### src/rtl/sv_input_loader.sv
// ---------------------------------------------------------------------------
// sv_input_loader
//
// Streams a run of int8 elements out of a 32-bit BRAM onto an AXI-Stream
// master port. Each element is sign-extended to DATA_WIDTH bits and tagged
// with a rolling element index (TID) that selects the downstream MAC.
// The first element may sit at any byte lane of its BRAM word.
//
// Optional feature macro: SV_INPUT_LOADER_PREFETCH_EN
//   When defined, the next BRAM word is read while the current one is being
//   streamed, so word boundaries cost no bubbles when TREADY stays high.
//   When undefined, every word costs a READ and a LATCH cycle.
//
// Ports
//   clk, rst           clock, synchronous active-high reset
//   start              one-cycle request to begin a transfer (ignored if busy)
//   base_addr          byte address of the first element (may be unaligned)
//   num_elements       number of int8 elements to stream
//   busy               high while a transfer is in progress
//   done               one-cycle pulse on the final handshake (or one cycle
//                      after a zero-length start)
//   M_AXIS_*           AXI-Stream master (TDATA, TVALID, TREADY, TLAST, TID)
//   BRAM_*             BRAM port A: word-aligned read address, read enable,
//                      read data one cycle after the enable; write side tied off
// ---------------------------------------------------------------------------
module sv_input_loader #(
    parameter int DATA_WIDTH      = 32,
    parameter int BRAM_DATA_WIDTH = 32,
    parameter int ADDR_WIDTH      = 32,
    parameter int C_TID_WIDTH     = 2
) (
    input  logic                   clk,
    input  logic                   rst,
    input  logic                   start,
    input  logic [ADDR_WIDTH-1:0]  base_addr,
    input  logic [ADDR_WIDTH-1:0]  num_elements,
    output logic                   busy,
    output logic                   done,
    output logic [DATA_WIDTH-1:0]  M_AXIS_TDATA,
    output logic                   M_AXIS_TVALID,
    input  logic                   M_AXIS_TREADY,
    output logic                   M_AXIS_TLAST,
    output logic [C_TID_WIDTH-1:0] M_AXIS_TID,
    output logic [31:0]            BRAM_addr,
    output logic [31:0]            BRAM_din,
    input  logic [31:0]            BRAM_dout,
    output logic                   BRAM_en,
    output logic [3:0]             BRAM_we,
    output logic                   BRAM_rst,
    output logic                   BRAM_clk
);

    typedef enum logic [1:0] {
        IDLE  = 2'd0,
        READ  = 2'd1,
        LATCH = 2'd2,
        SEND  = 2'd3
    } state_t;

    localparam logic [ADDR_WIDTH-1:0]  ADDR_ZERO = ADDR_WIDTH'(1'b0);
    localparam logic [ADDR_WIDTH-1:0]  ADDR_ONE  = ADDR_WIDTH'(1'b1);
    localparam logic [C_TID_WIDTH-1:0] TID_ZERO  = C_TID_WIDTH'(1'b0);
    localparam logic [C_TID_WIDTH-1:0] TID_ONE   = C_TID_WIDTH'(1'b1);

    // Pick byte lane 'lane' (little-endian) of a BRAM word and sign-extend it.
    function automatic logic [DATA_WIDTH-1:0] sext_lane(
        input logic [BRAM_DATA_WIDTH-1:0] word,
        input logic [1:0]                 lane
    );
        logic signed [7:0] byte_v;
        case (lane)
            2'd0:    byte_v = word[7:0];
            2'd1:    byte_v = word[15:8];
            2'd2:    byte_v = word[23:16];
            2'd3:    byte_v = word[31:24];
            default: byte_v = word[7:0];
        endcase
        return DATA_WIDTH'(byte_v);
    endfunction

    state_t                      state_r;
    state_t                      state_next_s;
    logic [ADDR_WIDTH-1:0]       addr_r;
    logic [ADDR_WIDTH-1:0]       count_r;
    logic [BRAM_DATA_WIDTH-1:0]  word_r;
    logic [C_TID_WIDTH-1:0]      tid_r;
    logic                        zero_done_r;

    logic                        send_s;
    logic                        hs_s;
    logic                        last_s;
    logic                        lane3_s;
    logic                        accept_s;
    logic [ADDR_WIDTH-1:0]       word_addr_s;
    logic                        pf_issue_s;
    logic                        word_from_pf_s;

    // Reset is gated into the stream controls so a beat cannot complete
    // (and done cannot fire) in the cycle that rst is being applied.
    assign send_s      = (state_r == SEND) && !rst;
    assign hs_s        = send_s && M_AXIS_TREADY;
    assign last_s      = (count_r == ADDR_ONE);
    assign lane3_s     = (addr_r[1:0] == 2'd3);
    assign accept_s    = (state_r == IDLE) && start;
    assign word_addr_s = {addr_r[ADDR_WIDTH-1:2], 2'b00};

`ifdef SV_INPUT_LOADER_PREFETCH_EN
    logic [BRAM_DATA_WIDTH-1:0]  pf_buf_r;
    logic                        pf_valid_r;
    logic                        pf_pending_r;
    logic                        pf_done_r;
    logic [ADDR_WIDTH-1:0]       in_word_s;
    logic                        pf_avail_s;
    logic [BRAM_DATA_WIDTH-1:0]  pf_data_s;

    // Elements left in the current word from the present lane upward; if
    // more remain than that, the following word is needed.
    assign in_word_s  = ADDR_WIDTH'(3'd4 - {1'b0, addr_r[1:0]});
    assign pf_issue_s = send_s && !pf_done_r && (count_r > in_word_s);
    // Read data arriving this cycle can be used directly, before it lands
    // in the buffer.
    assign pf_avail_s = pf_valid_r || pf_pending_r;
    assign pf_data_s  = pf_pending_r ? BRAM_dout : pf_buf_r;
`else
    assign pf_issue_s = 1'b0;
`endif

    // FSM state register
    always_ff @(posedge clk) begin
        if (rst) begin
            state_r <= IDLE;
        end else begin
            state_r <= state_next_s;
        end
    end

    // FSM next-state and word-load select
    always_comb begin
        state_next_s   = state_r;
        word_from_pf_s = 1'b0;
        case (state_r)
            IDLE: begin
                if (start && (num_elements != ADDR_ZERO)) begin
                    state_next_s = READ;
                end else begin
                    state_next_s = IDLE;
                end
            end
            READ: begin
                state_next_s = LATCH;
            end
            LATCH: begin
                state_next_s = SEND;
            end
            SEND: begin
                if (hs_s && last_s) begin
                    state_next_s = IDLE;
                end else if (hs_s && lane3_s) begin
`ifdef SV_INPUT_LOADER_PREFETCH_EN
                    if (pf_avail_s) begin
                        state_next_s   = SEND;
                        word_from_pf_s = 1'b1;
                    end else if (pf_issue_s) begin
                        // Read of the next word leaves this cycle, so its
                        // data is ready in the following (LATCH) cycle.
                        state_next_s = LATCH;
                    end else begin
                        state_next_s = READ;
                    end
`else
                    state_next_s = READ;
`endif
                end else begin
                    state_next_s = SEND;
                end
            end
            default: begin
                state_next_s = IDLE;
            end
        endcase
    end

    // Address, remaining count, TID and zero-length done bookkeeping
    always_ff @(posedge clk) begin
        if (rst) begin
            addr_r      <= ADDR_ZERO;
            count_r     <= ADDR_ZERO;
            tid_r       <= TID_ZERO;
            zero_done_r <= 1'b0;
        end else begin
            zero_done_r <= accept_s && (num_elements == ADDR_ZERO);
            if (accept_s) begin
                addr_r  <= base_addr;
                count_r <= num_elements;
                tid_r   <= TID_ZERO;
            end else if (hs_s) begin
                addr_r  <= addr_r + ADDR_ONE;
                count_r <= count_r - ADDR_ONE;
                tid_r   <= tid_r + TID_ONE;
            end else begin
                addr_r  <= addr_r;
                count_r <= count_r;
                tid_r   <= tid_r;
            end
        end
    end

    // Current word register: filled from BRAM in LATCH or from the prefetch buffer
    always_ff @(posedge clk) begin
        if (rst) begin
            word_r <= {BRAM_DATA_WIDTH{1'b0}};
        end else if (state_r == LATCH) begin
            word_r <= BRAM_dout;
`ifdef SV_INPUT_LOADER_PREFETCH_EN
        end else if (word_from_pf_s) begin
            word_r <= pf_data_s;
`endif
        end else begin
            word_r <= word_r;
        end
    end

`ifdef SV_INPUT_LOADER_PREFETCH_EN
    // Prefetch tracking: one read per word, captured the cycle after issue
    always_ff @(posedge clk) begin
        if (rst) begin
            pf_buf_r     <= {BRAM_DATA_WIDTH{1'b0}};
            pf_valid_r   <= 1'b0;
            pf_pending_r <= 1'b0;
            pf_done_r    <= 1'b0;
        end else if ((state_r == LATCH) || word_from_pf_s) begin
            // A new word is being loaded; its own prefetch has not started.
            pf_valid_r   <= 1'b0;
            pf_pending_r <= 1'b0;
            pf_done_r    <= 1'b0;
        end else begin
            if (pf_pending_r) begin
                pf_buf_r   <= BRAM_dout;
                pf_valid_r <= 1'b1;
            end else begin
                pf_buf_r   <= pf_buf_r;
                pf_valid_r <= pf_valid_r;
            end
            pf_pending_r <= pf_issue_s;
            pf_done_r    <= pf_done_r || pf_issue_s;
        end
    end

    assign BRAM_addr = 32'(pf_issue_s ? (word_addr_s + ADDR_WIDTH'(3'd4)) : word_addr_s);
`else
    assign BRAM_addr = 32'(word_addr_s);
`endif

    assign BRAM_en       = ((state_r == READ) && !rst) || pf_issue_s;
    assign BRAM_din      = 32'h0000_0000;
    assign BRAM_we       = 4'b0000;
    assign BRAM_rst      = rst;
    assign BRAM_clk      = clk;

    assign busy          = (state_r != IDLE) && !rst;
    assign done          = zero_done_r || (hs_s && last_s);
    assign M_AXIS_TVALID = send_s;
    assign M_AXIS_TLAST  = send_s && last_s;
    assign M_AXIS_TDATA  = sext_lane(word_r, addr_r[1:0]);
    assign M_AXIS_TID    = tid_r;

endmodule

### config.mk
export PLATFORM = sky130hd
export DESIGN_NAME = sv_input_loader
export DESIGN_NICKNAME = d
export VERILOG_FILES = /design/src/rtl/sv_input_loader.sv
export SDC_FILE = /design/constraint.sdc
export NUM_CORES = 1
export LEC_CHECK = 0
export ABC_AREA = 1
export CAP_MARGIN = 20
export CORE_ASPECT_RATIO = 0.7
export CORE_MARGIN = 2
export CORE_UTILIZATION = 50
export CTS_BUF_LIST = sky130_fd_sc_hd__clkbuf_2 sky130_fd_sc_hd__clkbuf_4 sky130_fd_sc_hd__clkbuf_8
export DETAILED_ROUTE_END_ITERATION = 7
export PLACE_DENSITY = 0.84
export SYNTH_ARGS = -nofsm -noshare
export SYNTH_HDL_FRONTEND = slang
export SYNTH_SLANG_ARGS = --single-unit
### constraint.sdc
create_clock -name clk -period 4.9 [get_ports clk]
set_clock_uncertainty 0.1 [all_clocks]
set_input_delay 0.98 -clock clk [delete_from_list [all_inputs] [get_ports clk]]
set_output_delay 0.98 -clock clk [all_outputs]
set_load 0.02 [all_outputs]
-- Word-level counts from Yosys, hierarchy flattened
Index checks and enable logic that the tools add are counted.
- flip-flop bits (word level): 101
- bits of input ports: 100
- output and inout bits: 109
- logic and storage cells: 44
- add/subtract/negate cells: 3
- eq/ne operators: 7
- muxes and demuxes: 9
- reduce and logical (&&, ||, !) cells: 19
- operators with widths (cell ; count):
    $mux 32 ; 4
    $add 32x1->32 const B ; 1
    $eq 32x1->1 const B ; 1
    $logic_not 32->1 ; 1
    $pmux 8 s4 ; 1
    $reduce_bool 32->1 ; 1
    $sub 32x1->32 const B ; 1
    $logic_and 1x1->1 ; 10
    $eq 2x2->1 const B ; 4
    $pmux 2 s4 ; 1
    $eq 2x1->1 const B ; 2
    $logic_not 2->1 ; 2
    $mux 2 ; 2
    $reduce_bool 2->1 ; 2
    $add 2x1->2 const B ; 1
    $reduce_or 2->1 ; 1
    $logic_not 1->1 ; 1
    $logic_or 1x1->1 ; 1
    $mux 1 ; 1

-- Logic depth before layout (Yosys ltp)
Gate-level depths: netlist of run 1.
- depth after elaboration: 7
- gate-level depth with buffers: 11
- depth with buffers taken out: 11

==> qor.log, run 1 <==
qor: floorplanning.dieArea 15200 sq um
qor: sta.slew_headroom 0.349
qor: final_layout.fin_area 8560 sq um
qor: min_path.hold-path-cell-count 2
qor: final_layout.synthToLayoutAreaGrowth 20.6%
qor: worst_setup_path.timing.critical_path.from clk
qor: route.route.detailed.drc 0
qor: grt.antenna_found_initial 0
qor: cts.cts_hold_repair.buffers 0
qor: placement.port-buffer-count 170
qor: final_layout.layout_common_cells sky130_fd_sc_hd__nand2_1, sky130_fd_sc_hd__nor2_1, sky130_fd_sc_hd__clkdlybuf4s50_1
qor: cts.tritoncts_clock_tree built
qor: route.routedWlPerCell 15.3 microns
qor: worst_setup_path.crit_fanout 2
qor: cts.path_clk_slew 0.11 ns
qor: route.antenna_left 0
qor: power.worst_ir_drop_vdd 0.000137 V
qor: worst_setup_path.critical_path.cell_chain clkbuf_8 > clkbuf_8 > clkdlybuf4s50_1
qor: synthesis.yosysSeqAreaShare 0.285
qor: grt.first_global_vias 6882
qor: worst_setup_path.timing.setup.critical_path_class clk2out
qor: placement.place.gp.congestion 0.944
qor: grt.global_route.usage.total 0.286
qor: synthesis.syn_area 7100 sq um
qor: synthesis.postSynth.asyncResetShare 0
qor: placement.detailedPlacementHpwl 16500 microns
qor: sta.rsz0062_at_grt false
qor: synthesis.syn_avg_cell_area 6.11 sq um
qor: worst_setup_path.crit_top_cell sky130_fd_sc_hd__clkbuf_8
qor: worst_setup_path.critical-path-top-delay-family buffers and inverters
qor: route.tritonroute_pass_1_iters 5
qor: final_layout.layout.area.seq 2020 sq um
qor: worst_setup_path.timing.reg2reg.worst_path_depth 8
qor: sta.final-max-slew-violation-count 0
qor: grt.overflow_after_grt 0
qor: cts.worst_skew_pair.late_latency 0.50 ns
qor: final_layout.final_common_cell sky130_fd_sc_hd__nand2_1
qor: grt.first_pass_grt_wire_length 34800 microns
qor: worst_setup_path.cpPeakStageDelay 0.54 ns
qor: power.p_total 2.42 mW
qor: floorplanning.floorplan.initialDensity 0.510
qor: sta.finalSetupTns 0 ns
qor: final_layout.multi_input_comb_area 3860 sq um
qor: floorplanning.placement_rows 36
qor: worst_setup_path.endpoint_kind output pin
qor: cts.postCtsSetupRepairBufs 0
qor: run_status.run_status finished clean
qor: worst_setup_path.worst_ep_arrival_time 3.22 ns
qor: floorplanning.fp.coreArea 13900 sq um
qor: grt.grt_max_degree 59
qor: synthesis.synth_cell_type_count 44
qor: worst_setup_path.crit_slowest_cell sky130_fd_sc_hd__clkdlybuf4s50_1
qor: sta.setup_slack 0.596 ns
qor: route.drt-total-wl 22200 microns
qor: floorplanning.io-pin-count 209
qor: worst_setup_path.cp_num_buf_inv 3
qor: sta.finalSetupViolCount 0
qor: power.p_leak 3.54 nW
qor: flow_run.max_cap_viol_count 0
qor: route.route.vias.total 7621
qor: floorplanning.chipHeight 104 microns
qor: synthesis.number_of_enable_type_register_cells_in_the_synthesized_netlist 0
qor: route.avgViaCountPerCell 5.26
qor: min_path.hold_class reg2reg
qor: final_layout.final_net_count 1361
qor: synthesis.synth-warning-count 0
qor: cts.cts.repair.resized 0
qor: synthesis.ys_seq_elements 101
qor: route.detailedRoute.firstIterationViolations 722
qor: final_layout.antenna_cells 0
qor: sta.tightest_slew 0.975 ns
qor: final_layout.layout.cells.non_filler 1450
qor: worst_setup_path.worst_setup_path_start_kind clock port
qor: worst_setup_path.cp.required 3.82 ns
qor: sta.final_hold_fails 0
qor: worst_setup_path.path_depth 3
qor: final_layout.n_fill_cell 1343
qor: synthesis.synthesis.instances 1162
qor: placement.placed_instance_count 1431
qor: synthesis.synthFlopType sky130_fd_sc_hd__dfxtp_1
qor: final_layout.final_layout_size_suffix_gt1_frac 0.0421
qor: placement.place_worst_setup_slack 0.862 ns
qor: final_layout.utilization 0.615
qor: placement.placement.cell_area 8310 sq um
qor: floorplanning.die-width 146 microns
qor: sta.fin_hold_ws 0.410 ns
qor: power.pwr_density_cell 282 nW/um^2
qor: min_path.worstHoldStart count_r[1]
qor: worst_setup_path.r2r_start addr_r[1]
worst paths after layout:
check             slack [ns]          to
setup / recovery        0.60    BRAM_clk
hold / removal          0.41  count_r[1]
setup reg to reg        2.47  addr_r[20]
hold reg to reg         0.41  count_r[1]
layout make-up:
| cell class | instances | share of cell area |
|---|---|---|
| multi-input cells | 843 | 0.451 |
| inverters | 121 | 0.0530 |
| well taps | 190 | 0.0278 |
| clock buffers | 13 | 0.0205 |
| repair buffers | 175 | 0.202 |
| flip-flops and latches | 101 | 0.236 |
| clock inverters | 7 | 0.00979 |
cells in the mapped netlist (all sizes together) (2+ instances only):
cell type | n | area (sq um)
a21oi | 65 | 329
a22o | 8 | 70.1
a31oi | 10 | 62.6
and2 | 2 | 12.5
buf | 116 | 840
clkbuf | 18 | 67.6
dfxtp | 101 | 2020
ha | 6 | 75.1
inv | 121 | 454
nand2 | 278 | 1060
nand3 | 58 | 305
nand4 | 20 | 140
nor2 | 224 | 890
nor3 | 5 | 25.0
nor4 | 2 | 12.5
o211ai | 3 | 22.5
o21ai | 86 | 430
o21bai | 2 | 15.0
o22ai | 17 | 106
or2 | 2 | 12.5
xnor2 | 2 | 17.5
xor2 | 7 | 61.3
power breakdown:
part	internal, mW	switching [mW]
Combinational	0.302	0.484
Sequential	0.889	0.0751
Clock	0.276	0.390
Total	1.47	0.948
metal layers:
layer  part of all wire  GRT usage
met1               0.47      0.417
met2               0.41      0.404
met3               0.11     0.0802
met4              0.018     0.0943
met5                  0          0
cells by family (layout without fill, tap and decap cells):
kind of cell,count (synthesis),after routing,synth area share
and+or+nand+nor,593,593,0.348
AOI/OAI and AO/OA,197,197,0.153
DFF,101,101,0.285
adders and majority gates,6,6,0.0106
other,1,38,0.000528
xor gates and xnor gates,9,9,0.0111
buffers and inverters,255,316,0.192
state kept, by name, indices dropped and copies added, names as in the netlist:
register	flops
M_AXIS_TID	2
zero_done_r	1
state_r	2
count_r	32
word_r	32
addr_r	32
worst min-delay path, delay by kind of cell, from the launching register on:
| family | cells | cell delay, ns |
|---|---|---|
| flip-flops | 1 | 0.35 |
| AND/OR/NAND/NOR | 1 | 0.07 |
| AO/OA/AOI/OAI | 1 | 0.06 |
Note: power is estimated with default switching activity, not from simulation.
==> run 2, diff against run 1 <==
--- a/config.mk
+++ b/config.mk
@@ -7,12 +7,15 @@
 export LEC_CHECK = 0
 export ABC_AREA = 1
 export CAP_MARGIN = 20
+export CELL_PAD_IN_SITES_DETAIL_PLACEMENT = 0
+export CELL_PAD_IN_SITES_GLOBAL_PLACEMENT = 2
 export CORE_ASPECT_RATIO = 0.7
 export CORE_MARGIN = 2
-export CORE_UTILIZATION = 50
+export CORE_UTILIZATION = 25
 export CTS_BUF_LIST = sky130_fd_sc_hd__clkbuf_2 sky130_fd_sc_hd__clkbuf_4 sky130_fd_sc_hd__clkbuf_8
 export DETAILED_ROUTE_END_ITERATION = 7
-export PLACE_DENSITY = 0.84
+export PLACE_DENSITY_LB_ADDON = 0.1
+export RECOVER_POWER = 50
 export SYNTH_ARGS = -nofsm -noshare
 export SYNTH_HDL_FRONTEND = slang
 export SYNTH_SLANG_ARGS = --single-unit
==> run 2 against run 1 <==
- core utilization down 30 points
- first-iteration DRC count down 37%
- sequential power about the same
- register-to-register slack worse by 1.3 ns
- sequential share of layout area down 0.49 points
- highest routed layer unchanged
==> qor.log, run 2 (synthesis gave the netlist of run 1 again) <==
qor: final_layout.antenna_cells 0 [unchanged]
qor: power.fraction_of_power_consumed_by_combinational_cells 0.331 [+0.006]
qor: grt.global_route.usage.total 0.190 [-0.0966]
qor: worst_setup_path.worst_setup_path_start_kind primary input
qor: floorplanning.io-pin-count 209 [unchanged]
qor: grt.antenna_found_initial 0 [unchanged]
qor: sta.rsz0062_at_grt false
qor: route.routedWlPerCell 17.3 microns [+13%]
qor: power.p_leak 3.61 nW [+2.0%]
qor: run_status.run_status finished clean
qor: worst_setup_path.cp.required 5.19 ns [+1.37 ns]
qor: final_layout.final_layout_size_suffix_gt1_frac 0.0373 [-0.00479]
qor: power.internal-power 1.45 mW [-1.0%]
qor: power.worst_ir_drop_vdd 0.000106 V [-23%]
qor: worst_setup_path.endpoint_kind register
qor: sta.fmax 231 MHz
qor: power.power.sequential.fraction 0.397 [-0.002]
qor: worst_setup_path.timing.setup.critical_path_class in2reg
qor: final_layout.layout_common_cells sky130_fd_sc_hd__nand2_1, sky130_fd_sc_hd__nor2_1, sky130_fd_sc_hd__clkdlybuf4s50_1
qor: sta.finalSetupViolCount 0 [unchanged]
qor: route.route.detailed.drc 0 [unchanged]
qor: placement.port-buffer-count 170 [unchanged]
qor: floorplanning.fp.coreArea 27900 sq um [+100%]
qor: power.power.share.clock 0.271 [-0.004]
qor: grt.overflow_after_grt 0 [unchanged]
qor: route.antenna_left 0 [unchanged]
qor: worst_setup_path.crit_fanout 38 [+36]
qor: final_layout.largest_registers addr_r x32, count_r x32, word_r x32
qor: grt.first_pass_grt_wire_length 42600 microns [+22%]
qor: sta.tightest_slew 1.26 ns [+0.284 ns]
qor: floorplanning.placement_rows 51 [+42%]
qor: placement.place.gp.congestion 0.821 [-13%]
qor: power.p_total 2.43 mW [+0.58%]
qor: sta.slew_headroom 0.160 [-0.189]
qor: sta.final-max-slew-violation-count 0 [unchanged]
qor: cts.postCtsSetupRepairBufs 0 [unchanged]
qor: floorplanning.die-width 205 microns [+40%]
qor: min_path.hold_class reg2reg
qor: cts.cts_hold_repair.buffers 0 [unchanged]
qor: route.tritonroute_pass_1_iters 5 [unchanged]
qor: worst_setup_path.regToRegSetupSlack 1.13 ns [-1.34 ns]
qor: sta.final_hold_fails 0 [unchanged]
qor: final_layout.final_net_count 1362 [+0.073%]
qor: placement.detailedPlacementHpwl 21100 microns [+28%]
qor: power.netSwitchingFraction 0.402 [+0.00972]
qor: worst_setup_path.worst_ep_arrival_time 4.62 ns [+1.40 ns]
qor: final_layout.final_common_cell sky130_fd_sc_hd__nand2_1
qor: floorplanning.dieArea 29800 sq um [+96%]
qor: route.avgViaCountPerCell 4.49 [-15%]
qor: route.drt-total-wl 28200 microns [+27%]
qor: sta.finalWorstPathRequiredPeriod 4.34 ns
qor: power.pwr_density_cell 278 nW/um^2 [-1.5%]
qor: grt.first_global_vias 6891 [+0.13%]
qor: flow_run.max_cap_viol_count 0 [unchanged]
qor: route.route.vias.total 7322 [-3.9%]
qor: cts.worst_skew_pair.late_latency 0.52 ns [+0.02 ns]
qor: cts.tritoncts_clock_tree built
qor: cts.path_clk_slew 0.12 ns [about the same]
qor: floorplanning.chipHeight 145 microns [+40%]
qor: route.detailedRoute.firstIterationViolations 456 [-37%]
qor: sta.finalCritPeriodShare 0.885
qor: power.sw_pwr 978 uW [+3.1%]
qor: cts.cts.repair.resized 0 [unchanged]
qor: floorplanning.floorplan.initialDensity 0.255 [-0.256]
qor: final_layout.synthToLayoutAreaGrowth 23.1%
qor: grt.grt_max_degree 59 [unchanged]
qor: sta.finalSetupTns 0 ns [unchanged]
-- run 2: final cells by class --
class | count | area (sq um)
multi-input combinational | 843 | 3840
tap | 371 | 464
sequential | 101 | 2020
fill | 3121 | 19100
clock inverter | 6 | 52.6
clock buffer | 14 | 183
inverter | 121 | 454
timing repair buffer | 176 | 1730
-- run 2: power by group through the flow --
stage | registers, mW | logic, mW | clock network (mW)
6_report | 0.966 | 0.805 | 0.659
5_1_grt | 0.977 | 0.893 | 0.710
4_1_cts | 0.967 | 0.820 | 0.684
3_5_place_dp | 0.985 | 0.816 | 0.0274
3_3_place_gp | 0.985 | 0.817 | 0.0274
2_1_floorplan | 0.955 | 0.572 | 0.0238
-- run 2: path summary, 6_finish.rpt --
path              cells after the start       start          to
setup reg to reg                      7  state_r[1]  count_r[9]
setup / recovery                     10         rst  count_r[9]
hold reg to reg                       2  count_r[1]  count_r[1]
hold / removal                        2  count_r[1]  count_r[1]
-- run 2: layer usage --
| metal | vias to the layer above | share of wire | GRT usage |
|---|---|---|---|
| met5 | - | 0 | 0 |
| met4 | 0 | 0.0077 | 0.0410 |
| met3 | 11 | 0.063 | 0.0386 |
| met2 | 204 | 0.36 | 0.241 |
| met1 | 3335 | 0.57 | 0.313 |
| li1 | 3772 | - | - |
-- run 2: worst max-delay path, stage by stage --
cell                       delay (ns)
sky130_fd_sc_hd__clkbuf_1        0.08
sky130_fd_sc_hd__inv_1           0.06
sky130_fd_sc_hd__buf_4           0.33
sky130_fd_sc_hd__nand4_1         0.88
sky130_fd_sc_hd__nand2_1         1.29
sky130_fd_sc_hd__inv_2           0.57
sky130_fd_sc_hd__nand2_1         0.18
sky130_fd_sc_hd__nand2_1         0.06
sky130_fd_sc_hd__a21oi_1         0.11
sky130_fd_sc_hd__nor2_1          0.05
-- run 2: through the flow --
stage	instances	cell area, sq um	setup WS (ns)	util	hold slack, ns
after CTS	1632	8770	0.612	0.315	0.401
after global routing	1632	8740	0.311	0.314	0.423
after floorplan	1199	7240	0.611	-	0.358
final	1632	8740	0.562	0.314	0.399
after detailed placement	1613	8550	0.862	0.307	0.385
after global placement	1613	8550	0.862	0.307	0.378
